[config.mk]
export PLATFORM = sky130hd
export DESIGN_NAME = alu_rr_sequencer
export DESIGN_NICKNAME = d
export VERILOG_FILES = /design/src/rtl/alu_seq_pkg.sv /design/src/rtl/rr_arb2.sv /design/src/rtl/alu_rr_sequencer.sv
export SDC_FILE = /design/constraint.sdc
export NUM_CORES = 1
export LEC_CHECK = 0
export CAP_MARGIN = 20
export CORE_UTILIZATION = 45
export DETAILED_ROUTE_END_ITERATION = 12
export PLACE_DENSITY = 0.86
export SLEW_MARGIN = 20
export SYNTH_ARGS = -nofsm -noshare
export SYNTH_HDL_FRONTEND = slang
export SYNTH_HIERARCHICAL = 1
export SYNTH_SLANG_ARGS = --single-unit
[constraint.sdc]
create_clock -name clk -period 7.04 [get_ports clk]
set_input_delay 1.056 -clock clk [delete_from_list [all_inputs] [get_ports clk]]
set_output_delay 1.056 -clock clk [all_outputs]
set_load 0.005 [all_outputs]
[src/rtl/alu_seq_pkg.sv]
// rtl/alu_seq_pkg.sv - op codes, error codes, FSM states and settle-time lookup for alu_rr_sequencer
package alu_seq_pkg;

  localparam logic [3:0] OP_ADD = 4'b0000;
  localparam logic [3:0] OP_SUB = 4'b1000;
  localparam logic [3:0] OP_MUL = 4'b0100;
  localparam logic [3:0] OP_DIV = 4'b0010;
  localparam logic [3:0] OP_MOD = 4'b0001;

  localparam logic [1:0] ERR_NONE = 2'b00;
  localparam logic [1:0] ERR_OVF  = 2'b01;
  localparam logic [1:0] ERR_DZ   = 2'b10;
  localparam logic [1:0] ERR_ILL  = 2'b11;

  typedef enum logic [1:0] {
    ST_IDLE = 2'd0,
    ST_WAIT = 2'd1,
    ST_RESP = 2'd2
  } state_t;

  function automatic logic op_legal(input logic [3:0] op);
    logic ok;
    case (op)
      OP_ADD, OP_SUB, OP_MUL, OP_DIV, OP_MOD: ok = 1'b1;
      default:                                ok = 1'b0;
    endcase
    return ok;
  endfunction

  // Latencies are module parameters, so the caller passes them in.
  function automatic int op_lat(input logic [3:0] op, input int add_lat,
                                input int mul_lat, input int div_lat);
    int lat;
    case (op)
      OP_ADD, OP_SUB: lat = add_lat;
      OP_MUL:         lat = mul_lat;
      OP_DIV, OP_MOD: lat = div_lat;
      default:        lat = 0;
    endcase
    return lat;
  endfunction

endpackage

[src/rtl/rr_arb2.sv]
// rtl/rr_arb2.sv - two-input round-robin arbiter; on contention the input not granted last wins
module rr_arb2 (
  input  logic [1:0] req,
  input  logic       last,
  input  logic       enable,
  output logic [1:0] gnt,
  output logic       gnt_id
);

  always_comb begin
    gnt = 2'b00;
    if (enable) begin
      case (req)
        2'b01:   gnt = 2'b01;
        2'b10:   gnt = 2'b10;
        2'b11:   gnt = last ? 2'b01 : 2'b10;
        default: gnt = 2'b00;
      endcase
    end
  end

  assign gnt_id = gnt[1];

endmodule

[src/rtl/alu_rr_sequencer.sv]
// rtl/alu_rr_sequencer.sv - shares one external ALU between two requesters, one op in flight,
// op-dependent settle wait and a valid/ready response tagged with the requester id
module alu_rr_sequencer
  import alu_seq_pkg::*;
#(
  parameter int ADD_LAT = 1,
  parameter int MUL_LAT = 2,
  parameter int DIV_LAT = 4
) (
  input  logic        clk,
  input  logic        rst_n,
  input  logic        req0_valid,
  output logic        req0_ready,
  input  logic [15:0] req0_a,
  input  logic [15:0] req0_b,
  input  logic [3:0]  req0_op,
  input  logic        req1_valid,
  output logic        req1_ready,
  input  logic [15:0] req1_a,
  input  logic [15:0] req1_b,
  input  logic [3:0]  req1_op,
  output logic [15:0] alu_a,
  output logic [15:0] alu_b,
  output logic [3:0]  alu_op,
  input  logic [31:0] alu_r,
  input  logic        alu_ovf,
  output logic        rsp_valid,
  input  logic        rsp_ready,
  output logic        rsp_id,
  output logic [31:0] rsp_r,
  output logic [1:0]  rsp_err,
  output logic        busy
);

  state_t      r_state;
  logic        r_rr_last;
  logic [3:0]  r_cnt;
  logic        r_id;
  logic [15:0] r_alu_a;
  logic [15:0] r_alu_b;
  logic [3:0]  r_alu_op;
  logic        r_rsp_valid;
  logic        r_rsp_id;
  logic [31:0] r_rsp_r;
  logic [1:0]  r_rsp_err;

  logic [1:0]  w_gnt;
  logic        w_gnt_id;
  logic        w_arb_en;
  logic        w_xfer;
  logic [15:0] w_a;
  logic [15:0] w_b;
  logic [3:0]  w_op;
  logic [3:0]  w_cnt_init;
  logic [1:0]  w_cap_err;

  // Ready is held low while reset is asserted, even though the state reads IDLE.
  assign w_arb_en = (r_state == ST_IDLE) && rst_n;

  rr_arb2 u_arb (
    .req    ({req1_valid, req0_valid}),
    .last   (r_rr_last),
    .enable (w_arb_en),
    .gnt    (w_gnt),
    .gnt_id (w_gnt_id)
  );

  assign req0_ready = w_gnt[0];
  assign req1_ready = w_gnt[1];
  assign w_xfer     = |w_gnt;
  assign w_a        = w_gnt_id ? req1_a  : req0_a;
  assign w_b        = w_gnt_id ? req1_b  : req0_b;
  assign w_op       = w_gnt_id ? req1_op : req0_op;
  assign w_cnt_init = 4'(op_lat(w_op, ADD_LAT, MUL_LAT, DIV_LAT) - 1);

  always_comb begin
    w_cap_err = ERR_NONE;
    if ((r_alu_op == OP_ADD || r_alu_op == OP_SUB) && alu_ovf)
      w_cap_err = ERR_OVF;
    else if ((r_alu_op == OP_DIV || r_alu_op == OP_MOD) && r_alu_b == 16'd0)
      w_cap_err = ERR_DZ;
  end

  always_ff @(posedge clk or negedge rst_n) begin
    if (!rst_n) begin
      r_state     <= ST_IDLE;
      r_rr_last   <= 1'b1;
      r_cnt       <= 4'd0;
      r_id        <= 1'b0;
      r_alu_a     <= 16'd0;
      r_alu_b     <= 16'd0;
      r_alu_op    <= 4'd0;
      r_rsp_valid <= 1'b0;
      r_rsp_id    <= 1'b0;
      r_rsp_r     <= 32'd0;
      r_rsp_err   <= ERR_NONE;
    end else begin
      case (r_state)
        ST_IDLE: begin
          if (w_xfer) begin
            r_rr_last <= w_gnt_id;
            r_id      <= w_gnt_id;
            if (op_legal(w_op)) begin
              r_alu_a  <= w_a;
              r_alu_b  <= w_b;
              r_alu_op <= w_op;
              r_cnt    <= w_cnt_init;
              r_state  <= ST_WAIT;
            end else begin
              // Illegal ops never reach the ALU; the previous operands stay on alu_*.
              r_rsp_id    <= w_gnt_id;
              r_rsp_r     <= 32'd0;
              r_rsp_err   <= ERR_ILL;
              r_rsp_valid <= 1'b1;
              r_state     <= ST_RESP;
            end
          end
        end
        ST_WAIT: begin
          if (r_cnt == 4'd0) begin
            r_rsp_id    <= r_id;
            r_rsp_r     <= alu_r;
            r_rsp_err   <= w_cap_err;
            r_rsp_valid <= 1'b1;
            r_state     <= ST_RESP;
          end else begin
            r_cnt <= r_cnt - 4'd1;
          end
        end
        ST_RESP: begin
          if (rsp_ready) begin
            r_rsp_valid <= 1'b0;
            r_state     <= ST_IDLE;
          end
        end
        default: r_state <= ST_IDLE;
      endcase
    end
  end

  assign alu_a     = r_alu_a;
  assign alu_b     = r_alu_b;
  assign alu_op    = r_alu_op;
  assign rsp_valid = r_rsp_valid;
  assign rsp_id    = r_rsp_id;
  assign rsp_r     = r_rsp_r;
  assign rsp_err   = r_rsp_err;
  assign busy      = (r_state != ST_IDLE);

endmodule

* Yosys cells after proc, flatten, opt, wreduce, memory -nomap -nowiden
Cells that the tools add are included.
** Word-level totals
- Register bits :: 80
- Bits in latches :: 0
- Bits in writable memories :: 0
- Bits in read-only memories :: 0
- Output and inout bits :: 75
- Word-level logic and storage cells :: 92
- Memories kept :: 0
** Operators by class
- $add $sub $neg :: 2
- Multipliers :: 0
- Divide/modulo/power cells :: 0
- $lt $le $gt $ge :: 0
- Equal/unequal tests :: 18
- Shift-type cells :: 0
- Muxes and demuxes :: 38
- Bitwise gates (word level) :: 0
- Reductions and logical operators :: 23
** Operators with widths (count)
- 2-to-1 mux 32 bit :: 3
- case mux 32 bit (2 select lines) :: 1
- 2-to-1 mux 16 bit :: 2
- 2-to-1 mux 2 bit :: 11
- logical NOT 16 bit :: 1
- 2-to-1 mux 4 bit :: 4
- logical NOT 4 bit :: 3
- case mux 2 bit (3 select lines) :: 2
- 2-to-1 mux 1 bit :: 10
- != test 2 bit, second input constant :: 5
- case mux 3 bit (3 select lines) :: 1
- == test 4 x 1 -> 1 bit, second input constant :: 2
- == test 4 x 2 -> 1 bit, second input constant :: 2
- == test 4 bit, second input constant :: 2
- case mux 4 bit (2 select lines) :: 1
- AND reduction 4 bit :: 2
- == test 2 bit, second input constant :: 3
- AND reduction 3 bit :: 2
- OR reduction 2 bit :: 3
- AND reduction 5 bit :: 1
- OR reduction 5 bit :: 1
- == test 2 x 1 -> 1 bit, second input constant :: 2
- == test 4 x 3 -> 1 bit, second input constant :: 1
- case mux 2 bit (2 select lines) :: 1
- 11 further kinds :: 15

* Longest topological paths before layout
Gate-level depths: netlist of run 1.
- Depth in word-level cells :: 12
- Gate-level depth with buffers :: 13

* By module
Netlist of run 1, hierarchy kept.
** Modules (own cells, without submodules)
- alu_rr_sequencer :: instances 1, cells each 393, area each 3960.0 sq um, sequential area each 2003.2 sq um
- rr_arb2 :: instances 1, cells each 6, area each 28.8 sq um, sequential area each 0.0 sq um

* Worst setup path after synthesis of run 1
Ideal clock, no wire load.
- Path kind :: input to register
- From :: in rst_n
- To :: reg r_cnt[2]
- Data arrival time :: 3.272 ns
- Setup slack :: 3.703 ns
- Cell stages on the path :: 11
- Path through :: and2_1 -> nand2_1 -> a21oi_1 -> buf_6 -> mux2_4 -> nor3_1 -> nand2_1 -> ha_1 -> or3_1 -> a31oi_1 -> o22a_1
** On the way
- Longest elaborated chain between the ends :: 10
- Elaborated cells on any way between the ends :: 23
** Ends and longest elaborated chain
- start: declaration :: line alu_rr_sequencer.sv:11 : input logic rst_n,
- logical AND 1 bit (*) :: line alu_rr_sequencer.sv:58 : assign w_arb_en = (r_state == ST_IDLE) && rst_n;
- 2-to-1 mux 2 bit (*) :: line rr_arb2.sv:12 : if (enable) begin
- named net w_gnt_id :: line alu_rr_sequencer.sv:48 : logic w_gnt_id;
- 2-to-1 mux 4 bit :: line alu_rr_sequencer.sv:73 : assign w_op = w_gnt_id ? req1_op : req0_op;
- == test 4 x 2 -> 1 bit, or another cell as far along :: line alu_seq_pkg.sv:23, alu_seq_pkg.sv:34
- OR reduction 2 bit / OR reduction 5 bit (equally long branches) :: line alu_seq_pkg.sv:34, alu_seq_pkg.sv:23
- case mux 3 bit (3 select lines) / 2-to-1 mux 1 bit (equally long branches) :: line alu_seq_pkg.sv:34, alu_seq_pkg.sv:23
- subtractor 4 x 2 -> 4 bit / 2-to-1 mux 1 bit (equally long branches) :: line alu_rr_sequencer.sv:74, alu_rr_sequencer.sv:100
- 2-to-1 mux 4 bit / 2-to-1 mux 1 bit (equally long branches) :: line alu_rr_sequencer.sv:103, alu_rr_sequencer.sv:98
- 2-to-1 mux 4 bit / != test 2 x 1 -> 1 bit (equally long branches)
- case mux 4 bit (2 select lines) / AND reduction 4 bit (equally long branches)
- end signal: assignment :: line alu_rr_sequencer.sv:107 : r_cnt <= w_cnt_init;
- end signal: assignment :: line alu_rr_sequencer.sv:127 : r_cnt <= r_cnt - 4'd1;
- end: declaration :: line alu_rr_sequencer.sv:37 : logic [3:0] r_cnt;
The timed path passes the listed nets; every way through them passes the cells marked *. The select of a mux whose other input is x is not followed.
A chain may end at the register's enable or synchronous reset.

* Worst setup path after layout of run 1
- From :: in req1_valid
- To :: out req1_ready
** On the way
- Longest elaborated chain between the ends :: 3
- Elaborated cells on any way between the ends :: 5
** Ends and longest elaborated chain
- start: declaration :: line alu_rr_sequencer.sv:17 : input logic req1_valid,
- == test 2 bit / == test 2 x 1 -> 1 bit (equally long branches) :: line rr_arb2.sv:13 : case (req)
- case mux 2 bit (3 select lines) (*) :: line rr_arb2.sv:13
- 2-to-1 mux 2 bit (*) :: line rr_arb2.sv:12
- end: declaration :: line alu_rr_sequencer.sv:18 : output logic req1_ready,
Mark *: on every way between the ends. The rest lies on a longest branch, timed or not.

==> out/qor.yml, run 1 <==
clocking:
  cts_root_buf: "clkbuf_8"
  cts_buffers: 9
  cts_tree: "yes"
  clockBufferDepth: 2
  hold_buffers: 0
  insertion_delay_ns: 0.34
  cts_resized: 0
  clkSlewWorstSetupHoldPaths_ns: 0.07
  cts_sinks: 80
  htreeDepth: 3
  post-cts-setup-buffers: 0
synthesis:
  avgSynthCellArea_um2: 9.997
  yosysSeqAreaShare: 0.5022
  syn_inst: 399
  synth_area_um2: 3989
  ys_types: 48
  synthesis.nets: 511
  synth_seq_cells: 80
  yosysWarnings: 6
setup_path:
  crit_chain: "clkdlybuf4s50_1 -> nand2_1 -> a21oi_4 -> buf_4 -> clkdlybuf4s50_1"
  r2r_cells: 11
  worstReg2RegEnd: "r_cnt[2]"
  path_common_cell: "clkdlybuf4s50_1"
  cp_top_family: "buffers and inverters"
  rr_startpoint: "r_state[0]"
  worstSetupPathType: "primary input to output pin"
  crit_slowest_cell: "clkdlybuf4s50_1"
  required_ns: 5.98
  end_kind: "output pin"
  cpPeakStageDelay_ns: 0.61
  crit_path_start_kind: "primary input"
  r2r_slack_ns: 3.72
  path_buf_inv: 3
  arrival_ns: 3.17
  cp_max_fo: 33
min_path:
  holdPathEnd: "alu_a[7]"
  hp-start: "alu_a[7]"
  worstHoldPathCells: 2
  hold_path.class: "register to register"
placement:
  gp_congestion: 0.7980
  place_hpwl_um: 7762
  numPortBuffers: 184
  dp_slack_ns: 2.781
detailed_routing:
  vias: 3504
  drtIter0Drc: 93
  drt_first_pass_iters: 4
  drc: 0
  wl_um: 10350
  wl_met1_um: 4266
  wl_per_cell_um: 15.13
  dr_wl_met2_um: 5113
  dr_wl_met3_um: 868
  ant_nets: 0
  maxUsedRoutingLayer: "met4"
  avgViaCountPerCell: 5.123
power_and_ir_drop:
  p_per_area_nw_per_um2: 369.8
  p_leak_uw: 0.002372
  peakVddDrop_mv: 0.1812
  power_uw: 2228
final_layout:
  nets: 686
  num_antenna_cells: 0
  final_common_cell: "clkdlybuf4s50_1"
  drive_gt1_frac: 0.1261
  final_cell_mix: "clkdlybuf4s50_1, dfrtp_1, nand2_1"
  syn2layout_area_growth_pct: 51.07
  fillers: 635
sta:
  setup_slack_ns: 2.815
  setup_violations: 0
  maxSlewHeadroom: 0.2874
  setup_tns_ns: 0
  slew_viol_final: 0
  worstMarginPinSlew_ns: 1.066
  period_share: 0.6001
  period_minus_slack_ns: 4.225
  rsz0062_at_grt: "no"
  finalHoldViolCount: 0
  clock.fmax_mhz: 236.7
  skew_ns: 0.01078
floorplanning:
  dieArea_um2: 9245
  io_pins: 185
  die_h_um: 96.15
  rows: 33
  core_um2: 8382
  initial_core_util: 0.4759
  die_x_um: 96.15
grt:
  grt-ovfl-total: 0
  grt_use_total: 0.2309
  grt_pass1_vias: 3485
  grt_antenna_before_repair: 0
  grt_first_pass_wirelength_um: 16350
  grt_max_degree: 81
run_status:
  status: "completed"
run:
  cap_violations: 0
## flip-flops by register name, summed over array words and instances (netlist names)
register,cells
rsp_id,1
r_state,2
r_cnt,4
rsp_err,2
rsp_r,32
alu_b,16
r_rr_last,1
alu_a,16
alu_op,4
r_id,1
rsp_valid,1
## Yosys cell counts, drive strengths merged
library cell  instances  area, µm²
a211o                 1      8.760
a211oi                2      15.01
a21o                  1      7.510
a21oi                44      347.8
a2bb2oi               1      8.760
a31oi                 2      12.51
and2                  2      12.51
and3                  1      6.260
buf                  13      117.6
clkbuf               11      45.04
dfrtp                79       1977
dfstp                 1      26.28
ha                    2      25.02
inv                   7      26.28
maj3                  2      21.27
mux2                  6      78.82
mux2i                36      360.4
nand2                73      274.0
nand2b                1      6.260
nand3b                1      7.510
nand4                 1      6.260
nor2                 45      178.9
nor2b                 1      6.260
nor3                 10      61.31
nor4                  3      18.77
nor4b                 1      23.77
o21a                  1      7.510
o21ai                39      195.2
o22a                  1      8.760
o2bb2ai               1      8.760
o32ai                 1      8.760
o41ai                 1      16.27
or3                   2      12.51
or3b                  1      8.760
or4                   2      15.01
or4b                  1      10.01
xnor2                 1      8.760
xor2                  1      8.760
## cell families (layout without fill, tap and decap cells)
family | count (synthesis) | count (layout) | share of synthesized area
compound gates | 95 | 95 | 0.1619
xor+xnor | 2 | 2 | 0.004392
fa+ha+maj | 4 | 4 | 0.01160
buf+inv | 31 | 211 | 0.04736
flops | 80 | 80 | 0.5022
mux | 42 | 42 | 0.1101
simple gates | 145 | 145 | 0.1625
## metal layers
layer  vias up  track usage
li1       1715            -
met1      1633       0.2805
met2       145       0.4048
met3        11      0.05687
met4         0      0.06592
met5         -            0
## cell type report
cell class | instances | area [µm²] | share of cell area
Clock inverter | 5 | 31.28 | 0.005191
Inverter | 7 | 26.28 | 0.004360
Multi-Input combinational cell | 288 | 1809 | 0.3002
Clock buffer | 11 | 151.4 | 0.02512
Timing Repair Buffer | 188 | 1873 | 0.3108
Sequential cell | 80 | 2003 | 0.3324
Tap cell | 105 | 131.4 | 0.02180
## where the power goes
part           switching, µW  internal, µW
combinational            474           615
sequential               156           679
clock                    157           146
## through the flow
| stage | instance area (µm²) | hold WS, ns | cells | util |
|---|---|---|---|---|
| after detailed placement | 5839 | 0.5055 | 668 | 0.6967 |
| final | 6026 | 0.5176 | 684 | 0.7189 |
| after CTS | 6022 | 0.5217 | 684 | 0.7185 |
| after global routing | 6026 | 0.5412 | 684 | 0.7189 |
| after floorplan | 3989 | 0.4802 | 399 | - |
| after global placement | 5838 | 0.5007 | 668 | 0.6965 |
## how the worst max path moves through the flow
stage,start,endpoint,slack [ns],cells past startpoint
5_1_grt,req1_valid,req1_ready,2.68,5
4_1_cts,req1_valid,req1_ready,2.77,5
3_3_place_gp,req1_valid,req1_ready,2.87,5
3_5_place_dp,req1_valid,req1_ready,2.78,5
6_report,req1_valid,req1_ready,2.82,5
2_1_floorplan,rst_n,r_cnt[2],3.70,11
## worst min-delay path, stage by stage (launching register included)
cell and delay (ns):
dfrtp_1 0.34, nor2_1 0.05, a21oi_2 0.08
No activity file was read; power rests on OpenSTA's default activity.
==> inputs of run 2 (changes only) <==
CORE_UTILIZATION = 38   (was 45)
PLACE_DENSITY = 0.78   (was 0.86)
clock period = 3.6 ns   (was 7.04 ns; I/O delays follow)
==> out/qor.yml, run 2 (synthesis gave the netlist of run 1 again) <==
run_status:
  status: "completed"
detailed_routing:
  ant_nets: 0
  wl_per_cell_um: 14.76
  drc: 0
  drtIter0Drc: 162
  wl_um: 10610
  avgViaCountPerCell: 4.936
  drt_first_pass_iters: 4
  vias: 3549
clocking:
  cts_resized: 0
  insertion_delay_ns: 0.35
  cts_root_buf: "clkbuf_8"
  post-cts-setup-buffers: 0
  clkSlewWorstSetupHoldPaths_ns: 0.08
  hold_buffers: 0
  htreeDepth: 3
  cts_sinks: 80
  cts_tree: "yes"
  cts_buffers: 9
  clockBufferDepth: 2
grt:
  grt-busiest-layer: "met2"
  grt_first_pass_wirelength_um: 17680
  met2_usage: 0.3373
  grt_use_total: 0.2041
  grt_max_degree: 81
  gr-usage-met3: 0.07080
  grt_antenna_before_repair: 0
  met1_usage: 0.2433
  grt-ovfl-total: 0
  grt_pass1_vias: 3669
power_and_ir_drop:
  p_int_uw: 2955
  netSwitchingPower_uw: 1562
  p_per_area_nw_per_um2: 732.2
  peakVddDrop_mv: 0.3466
  pwr-share-comb: 0.472
  p_leak_uw: 0.002411
  switching_share: 0.3458
  p_seq_frac: 0.361
  clkPwrFrac: 0.167
final_layout:
  drive_gt1_frac: 0.1304
  nets: 690
  fillers: 877
  multi_input_area_um2: 1808
  num_antenna_cells: 0
  final_area_um2: 6168
  final_cell_mix: "clkdlybuf4s50_1, dfrtp_1, nand2_1"
  syn2layout_area_growth_pct: 54.64
  final_common_cell: "clkdlybuf4s50_1"
  final_cells: 719
  seqCellArea_um2: 2003
  largest_reg_flops: 32
sta:
  setup_violations: 0
  slew_viol_final: 0
  finalHoldViolCount: 0
  period_share: 0.8663
  skew_ns: 0.01034
  setup_tns_ns: 0
  worstMarginPinSlew_ns: 1.045
  period_minus_slack_ns: 3.119
  rsz0062_at_grt: "no"
  maxSlewHeadroom: 0.3015
  clock.fmax_mhz: 320.7
setup_path:
  end_kind: "register"
  crit_path_start_kind: "register"
  arrival_ns: 3.41
  required_ns: 3.89
  worstSetupPathType: "register to register"
  crit_slowest_cell: "dfrtp_1"
  crit_chain: "nor2_1 -> and2_1 -> nand2_1 -> a21oi_4 -> mux2_2 -> nor3_1 -> inv_1 -> ha_1 -> or3_1 -> a31oi_1 -> o22a_1"
  cpPeakStageDelay_ns: 0.48
  cp_max_fo: 10
  path_buf_inv: 1
  cp_top_family: "simple AND/OR/NAND/NOR gates"
floorplanning:
  die_h_um: 104.5
  die_x_um: 104.5
  io_pins: 185
  core_um2: 10230
  dieArea_um2: 10910
  initial_core_util: 0.3899
  rows: 37
min_path:
  hold_path.class: "primary input to async pin"
placement:
  place_hpwl_um: 7881
  place_inst: 702
  numPortBuffers: 184
  placed_area_um2: 5912
  gp_congestion: 0.8111
run:
  cap_violations: 0
-- run 2: changes by cell type in the layout (fill, tap and decap cells not counted), sizes merged --
| cell | before | now |
|---|---|---|
| buf | 5 | 9 |
| clkinv | 4 | 0 |
| inv | 7 | 8 |
| bufinv | 0 | 2 |
| clkinvlp | 1 | 3 |
| clkbuf | 11 | 10 |
-- run 2: worst register-to-register path, cell delays in order (launching register included) --
cell	delay, ns
dfrtp_1	0.48
nor2_1	0.18
and2_1	0.19
nand2_1	0.10
a21oi_4	0.32
mux2_2	0.42
nor3_1	0.32
inv_1	0.11
ha_1	0.22
or3_1	0.37
a31oi_1	0.19
o22a_1	0.16
-- run 2: worst paths after layout --
check                                 from   endpoint  slack [ns]  depth (start not counted)
worst min register to register   alu_a[11]  alu_a[11]        0.52                          2
worst min-delay path                 rst_n       r_id        0.16                          2
worst max register to register  r_state[0]   r_cnt[2]        0.48                         11
min in group clk                 alu_a[11]  alu_a[11]        0.52                          2
worst max-delay path            r_state[0]   r_cnt[2]        0.48                         11
max in group asynchronous            rst_n  r_rr_last        2.80                          3
-- run 2: area by class of cell --
cell class / count / share of cell area
clock buffers: 10 / 0.02231
clock inverters: 6 / 0.01481
inverters: 7 / 0.004260
multi-input cells: 288 / 0.2931
flip-flops and latches: 80 / 0.3247
well taps: 136 / 0.02759
repair buffers: 192 / 0.3132
-- run 2: per-layer routing --
layer,part of all wire,wire length [µm]
met1,0.41,4334
met2,0.48,5063
met3,0.097,1027
met4,0.017,184
met5,0,0
-- run 2: through the flow --
step,total power [µW],setup WS [ns],hold WS (ns),util
after floorplan,2633,0.6325,0.2444,-
after global placement,3720,0.4502,0.4996,0.5778
after detailed placement,3793,0.3216,0.5076,0.5778
after CTS,4564,0.4919,0.4839,0.6002
after global routing,4865,0.2161,0.1710,0.6029
final,4517,0.4815,0.1613,0.6029
-- run 2: power groups by stage --
stage | Clock, µW | Sequential, µW | Combinational [µW]
floorplan | 0 | 1620 | 1020
global placement | 0 | 1620 | 2100
detailed placement | 0 | 1650 | 2150
CTS | 776 | 1630 | 2150
global route | 816 | 1700 | 2350
finish | 755 | 1630 | 2130
